==> config.mk <==
export PLATFORM = sky130hd
export DESIGN_NAME = dff_pipe
export DESIGN_NICKNAME = d
export VERILOG_FILES = /design/src/rtl/dff_pipe.sv
export SDC_FILE = /design/constraint.sdc
export NUM_CORES = 1
export LEC_CHECK = 0
export CAP_MARGIN = 20
export CORE_AREA = 4 4 41 43
export DETAILED_ROUTE_END_ITERATION = 10
export DIE_AREA = 0 0 45 47
export PLACE_DENSITY_LB_ADDON = 0.15
export SETUP_SLACK_MARGIN = 0.02
export SYNTH_ARGS = -nofsm -noshare
export SYNTH_HDL_FRONTEND = slang
export SYNTH_SLANG_ARGS = --single-unit
==> constraint.sdc <==
create_clock -name c -period 3.5 [get_ports c]
set_clock_uncertainty 0.15 [all_clocks]
set_input_delay 0.7 -clock c [delete_from_list [all_inputs] [get_ports c]]
set_output_delay 0.7 -clock c [all_outputs]
set_load 0.02 [all_outputs]
==> src/rtl/dff_pipe.sv <==
// dff_pipe: an elastic, bubble-collapsing register pipeline with valid/ready
// handshakes on both ends.
//
// Each of the DEPTH stages holds one WIDTH-bit data word and one valid flag.
// Stage 0 captures d XOR NEGATE on an input transfer. An item moves forward
// one stage per clock edge whenever the stage ahead is empty or is itself
// moving on, so empty stages fill from the output end. An item accepted at
// edge k reaches the output stage after edge k+DEPTH-1, and the pipeline
// sustains one item per cycle.
//
// Parameters
//   WIDTH  : number of independent data channels (1..64)
//   DEPTH  : number of register stages (1..16)
//   NEGATE : per-channel inversion mask, applied at capture
//   REDUCE : q_red function; 0 = constant 0, 1 = AND, 2 = OR, 3 = XOR of q
//
// Ports
//   c         : clock; all state changes on its rising edge
//   r         : synchronous active-high reset
//   in_valid  : d carries a valid item
//   in_ready  : the pipe accepts d this cycle (combinational from out_ready)
//   d         : input data
//   out_valid : q holds a valid item
//   out_ready : the consumer takes q this cycle
//   q         : output data (last-stage register)
//   q_red     : reduction of q selected by REDUCE, independent of out_valid
//   count     : number of occupied stages
module dff_pipe #(
    parameter int              WIDTH  = 2,
    parameter int              DEPTH  = 2,
    parameter logic [WIDTH-1:0] NEGATE = '0,
    parameter logic [1:0]      REDUCE = 2'd1
) (
    input  logic                           c,
    input  logic                           r,
    input  logic                           in_valid,
    output logic                           in_ready,
    input  logic [WIDTH-1:0]               d,
    output logic                           out_valid,
    input  logic                           out_ready,
    output logic [WIDTH-1:0]               q,
    output logic                           q_red,
    output logic [$clog2(DEPTH+1)-1:0]     count
);

    localparam int CW = $clog2(DEPTH + 1);

    logic [WIDTH-1:0] r_data [DEPTH];
    logic [DEPTH-1:0] r_vld;
    logic [CW-1:0]    r_count;

    logic [WIDTH-1:0] w_din [DEPTH];
    logic [DEPTH-1:0] w_adv;      // stage k hands its item on this edge
    logic [DEPTH-1:0] w_load;     // stage k captures a new item this edge
    logic [DEPTH-1:0] w_vld_nxt;
    logic             w_in_ready;
    logic             w_in_fire;
    logic             w_out_fire;

    // Advance decisions ripple from the output end backwards: a stage may
    // move on if the stage ahead is empty or is moving on in the same cycle.
    always_comb begin
        w_adv     = '0;
        w_load    = '0;
        w_vld_nxt = r_vld;

        w_out_fire         = r_vld[DEPTH-1] & out_ready;
        w_adv[DEPTH-1]     = w_out_fire;
        for (int k = DEPTH - 2; k >= 0; k--) begin
            w_adv[k] = r_vld[k] & (~r_vld[k+1] | w_adv[k+1]);
        end

        w_in_ready = ~r_vld[0] | w_adv[0];
        w_in_fire  = in_valid & w_in_ready;

        w_load[0] = w_in_fire;
        w_din[0]  = d ^ NEGATE;
        for (int k = 1; k < DEPTH; k++) begin
            w_load[k] = w_adv[k-1];
            w_din[k]  = r_data[k-1];
        end

        for (int k = 0; k < DEPTH; k++) begin
            w_vld_nxt[k] = w_load[k] | (r_vld[k] & ~w_adv[k]);
        end
    end

    // Reset clears data as well as control so q reads 0 after reset.
    always_ff @(posedge c) begin
        if (r) begin
            r_vld   <= '0;
            r_count <= '0;
            for (int k = 0; k < DEPTH; k++) begin
                r_data[k] <= '0;
            end
        end else begin
            r_vld <= w_vld_nxt;
            for (int k = 0; k < DEPTH; k++) begin
                if (w_load[k]) begin
                    r_data[k] <= w_din[k];
                end
            end
            case ({w_in_fire, w_out_fire})
                2'b10:   r_count <= r_count + CW'(1);
                2'b01:   r_count <= r_count - CW'(1);
                default: r_count <= r_count;
            endcase
        end
    end

    always_comb begin
        case (REDUCE)
            2'd1:    q_red = &r_data[DEPTH-1];
            2'd2:    q_red = |r_data[DEPTH-1];
            2'd3:    q_red = ^r_data[DEPTH-1];
            default: q_red = 1'b0;
        endcase
    end

    assign in_ready  = w_in_ready;
    assign out_valid = r_vld[DEPTH-1];
    assign q         = r_data[DEPTH-1];
    assign count     = r_count;

endmodule

======== Yosys cells after proc, flatten, opt, wreduce, memory -nomap -nowiden ========
Memories as Yosys holds them, arrays and structs flattened.
Index checks and enable logic that the tools add are counted.
word-level totals
  register bits ........................... 4
  memory bits (writable) .................. 4
  bits of input ports ..................... 6
  logic and storage cells ................. 35
  memories kept ........................... 1
cells by class
  add/subtract/negate cells ............... 2
  eq/ne operators ......................... 2
  muxes and demuxes ....................... 11
  bitwise operators ....................... 15
  reductions and logical operators ........ 2
memory list
  memory  words  bits a word  rd ports  clocked after Yosys merged registers in  wr ports  line  source
  r_data  2      2            2         0                                        2         48    logic [WIDTH-1:0] r_data [DEPTH];
operators by type and width
  operator                                          count
  two-way mux 1 bit                                 8
  bitwise OR 1 bit                                  6
  bitwise AND 1 bit                                 5
  two-way mux 2 bit                                 2
  inverter 1 bit                                    4
  case mux 2 bit (2 select lines)                   1
  adder 2 x 1 -> 2 bit, second input constant       1
  == test 2 x 1 -> 1 bit, second input constant     1
  == test 2 bit, second input constant              1
  AND reduction 2 bit                               1
  nonzero test 2 bit                                1
  subtractor 2 x 1 -> 2 bit, second input constant  1

======== Logic depth before layout (Yosys ltp) ========
Gate-level depths: netlist of run 1.
  depth in word-level cells ............... 9
  depth in mapped cells ................... 7
  mapped depth without buffers ............ 7

======== Worst setup path after synthesis of run 1 ========
OpenSTA, ideal clock, no wires.
  path kind ............................... input to register
  start point ............................. input out_ready
  end point ............................... register r_count[1], in the netlist count[1]
  setup time .............................. 0.070 ns
  arrival ................................. 1.951 ns
  required time ........................... 3.280 ns
  path slack .............................. 1.329 ns
  cell stages on the path ................. 6
  buffers on the path ..................... 0
  path through ............................ and3b_1 -> inv_1 -> nand2_1 -> ha_1 -> or3_1 -> a21oi_1
on the way
  cells in the longest elaborated chain, start to end .. 7
  elaborated cells on any way between the ends .. 9
  those cells by class .................... eq/ne (2); mux (1); bitwise (5); reduce/logical (1)
ends and longest elaborated chain
  item                                                                   line  source
  from (decl)                                                            40    input logic out_ready,
  bitwise AND 1 bit *                                                    67    w_out_fire = r_vld[DEPTH-1] & out_ready;
  bitwise OR 1 bit *                                                     70    w_adv[k] = r_vld[k] & (~r_vld[k+1] | w_adv[k+1]);
  bitwise AND 1 bit *                                                    70
  bitwise OR 1 bit *                                                     73    w_in_ready = ~r_vld[0] | w_adv[0];
  net in_ready                                                           37    output logic in_ready,
  bitwise AND 1 bit *                                                    74    w_in_fire = in_valid & w_in_ready;
  == test 2 x 1 -> 1 bit or == test 2 bit (tied branches)                103   case ({w_in_fire, w_out_fire})
  case mux 2 bit (2 select lines) or nonzero test 2 bit (tied branches)  --
  to (signal assigned)                                                   104   2'b10: r_count <= r_count + CW'(1);
  to (signal assigned)                                                   105   2'b01: r_count <= r_count - CW'(1);
  to (signal assigned)                                                   106   default: r_count <= r_count;
  to (decl)                                                              50    logic [CW-1:0] r_count;
Mark *: on every way through the listed nets, which the timed path passes. The rest lies on a longest branch.
A chain may end at the register's enable or synchronous reset.

======== Final worst setup path of run 1 ========
  start point ............................. input out_ready
  end point ............................... output in_ready
on the way
  cells in the longest elaborated chain, start to end .. 4
ends and longest elaborated chain
  item               line
  bitwise AND 1 bit  67
  bitwise OR 1 bit   70
  bitwise AND 1 bit  70
  bitwise OR 1 bit   73
  to (decl)          37
No other way between the ends.

==> run metrics, run 1 <==
CTS sink count 8; leading cell types in the layout, fill and taps excluded clkdlybuf4s50_1 (12), and2_1 (6), nor2_1 (4), dfxtp_1 (4), edfxtp_1 (4); DR iter-0 viols 0; Die H 47 microns; worst endpoint required time 2.65 ns; reg2reg setup slack about 1.7 ns; fin cells 63; Die Width 45 microns; CTS tree built; ANT cells 0; P_leak 0.208 nW; ys flop type edfxtp_1; Nets 57; CP Launch Type input port; Synth Cell Area 369 sq um; PwrDens 432 nW/um^2; Worst R2R Path Depth 6; Max Root-Sink Buffers 2; setup bufs post-CTS 0; setup TNS 0 ns; Final Instance Area approximately 520 sq um; Cells after DPL 60; Hold Startpoint r_vld[0]; worst path arrival time 2.10 ns; crit path time final 2.95 ns; Synth Area in XOR/XNOR 4.75%; Vias 296; I/O Buffers 12; sequential-to-total area share from yosys stat between 50% and 60%; Final Cycle Share 84.3%; CTS Root Cell clkbuf_4; Yosys reg bits 8; Num CTS Buffers 3; Initial Utilization 28.4%; overall global routing resource usage 7.40%; EDFF count, synth 4; maxcap violations 0; max_slew headroom 83.2%; clock slew at reported path FFs 0.05 ns; Yosys Warn Count 0; Async SR Flop Fraction 0%; Fmax achieved 339 MHz; CTS resizes 0; adder-cell share of the synthesized area 3.39%; clk_lat worst skew about 0.25 ns; initial antenna violation count 0; largest net degree at the start of global routing 8; detailed-route wire length per cell approximately 11 microns; Synth Area in Compound Gates 6.10%; Least-Margin Pin Slew 0.251 ns; maximum VDD drop 0.236 mV; global-route wire length before repair 1040 microns; Yosys cell types 17; status complete, no violations; IO Pins 13; DP Area 493 sq um; Post-Syn Nets 42; r2r startpoint r_vld[0]; Pre-antenna DRT Iters 1; DR DRC count 0; die footprint 2120 sq um; total chip power 0.223 mW; r2r endpoint count[1]; row count 13; Hold Crit Endpoint r_vld[1]; RSZ-0062 raised after global routing false; total core area roughly 1300 sq um; Setup CP Type input port to output port; total gr overflow 0; Cells on Worst Hold Path 2; fillers 136; layout cells sized above 1 8.33%; leading cell type in the layout, fill and taps excluded clkdlybuf4s50_1; Final Wtd Congestion just under 0.8; mux share of post-synthesis cell area 0%; Post-Synth Simple-Gate Area 25.4%; post-route ant nets 0; final setup vio count 0; main combinational cell family by area after synthesis simple AND/OR/NAND/NOR gates; Fin. Hold Viols 0; Slew Limit Fails 0; crit path max fanout 3; hold crit path type register to register; H-tree depth 1; final wirelength around 700 microns; vias in the first global route 250; post-DR vias/cell 4.70; Avg Cell Area, Syn between 10 and 15 sq um; Mapped Cells 35; CTS Hold Buffers Added 0; Area growth syn-to-layout 39.7%; crit end category output port
[power by group]
part	switching, mW	total [mW]	internal [mW]
clock	0.0293	0.0684	0.0391
combinational	0.0196	0.0425	0.0229
sequential	0.00488	0.112	0.107
total	0.0538	0.223	0.169
[final cells by class]
cell class | count | area, sq um | area share (%)
repair buffers | 12 | 120 | 23.3
well taps | 15 | 18.8 | 3.64
multi-input cells | 23 | 146 | 28.4
flip-flops and latches | 8 | 200 | 38.8
clock buffers | 3 | 22.5 | 4.37
inverters | 2 | 7.51 | 1.46
[per-layer routing]
| layer | vias to the layer above | GRT usage (%) | routed length [microns] |
|---|---|---|---|
| met4 | 0 | 1.75 | 19 |
| met2 | 13 | 12.1 | 358 |
| li1 | 142 | - | - |
| met3 | 2 | 7.66 | 84 |
| met1 | 139 | 6.26 | 233 |
| met5 | - | 0 | 0 |
[cells by family (layout without fill, tap and decap cells)]
family,Yosys count,in the layout
buffers and inverters,4,17
XOR/XNOR,2,2
adder cells (fa/ha/maj),1,1
flip-flops,8,8
AND/OR/NAND/NOR,16,16
AO/OA/AOI/OAI,4,4
[critical path: stages]
cell             delay [ns]
clkdlybuf4s50_1        0.48
and3b_1                0.22
inv_1                  0.08
clkdlybuf4s50_1        0.62
[cells in the mapped netlist, types with 2 or more instances]
| master | instances | area share [%] |
|---|---|---|
| nand2b_1 | 2 | 3.4 |
| buf_4 | 2 | 4.1 |
| inv_1 | 2 | 2.0 |
| dfxtp_1 | 4 | 22 |
| a21oi_1 | 2 | 2.7 |
| nor2_1 | 4 | 4.1 |
| and2_1 | 6 | 10 |
| edfxtp_1 | 4 | 33 |
[sequential cells by signal, indices dropped and copies added, names as in the netlist]
signal  count
count       2
r_data      4
r_vld       2
[worst max-delay path by stage]
| stage | endpoint | cells after the start | startpoint |
|---|---|---|---|
| 6_report | in_ready | 4 | out_ready |
| 5_1_grt | in_ready | 4 | out_ready |
| 4_1_cts | in_ready | 4 | out_ready |
| 3_5_place_dp | in_ready | 4 | out_ready |
| 3_3_place_gp | in_ready | 4 | out_ready |
| 2_1_floorplan | count[1] | 6 | out_ready |
[through the flow]
step / hold slack (ns) / setup WS, ns / util, %
after floorplan: 0.292 / 1.33 / -
after global routing: 0.358 / 0.503 / 39.6
after detailed placement: 0.331 / 0.539 / 37.9
after global placement: 0.313 / 0.597 / 37.9
final: 0.350 / 0.548 / 39.6
after CTS: 0.339 / 0.536 / 39.6
No activity file was read; power rests on OpenSTA's default activity.
==> run 2: changes to the inputs <==
clock period = 2.7 ns   (was 3.5 ns; I/O delays follow)
==> results of run 2 <==
The final DEF is identical to that of run 1. Status: complete, no violations.
Main changes from that run: setup slack after placement 0.539 ns -> 0.0586 ns; setup slack after layout 0.548 ns -> 0.0683 ns; register-to-register setup slack 1.69 ns -> 0.89 ns; total power 0.223 mW -> 0.289 mW; worst IR drop on VDD 0.236 mV -> 0.306 mV
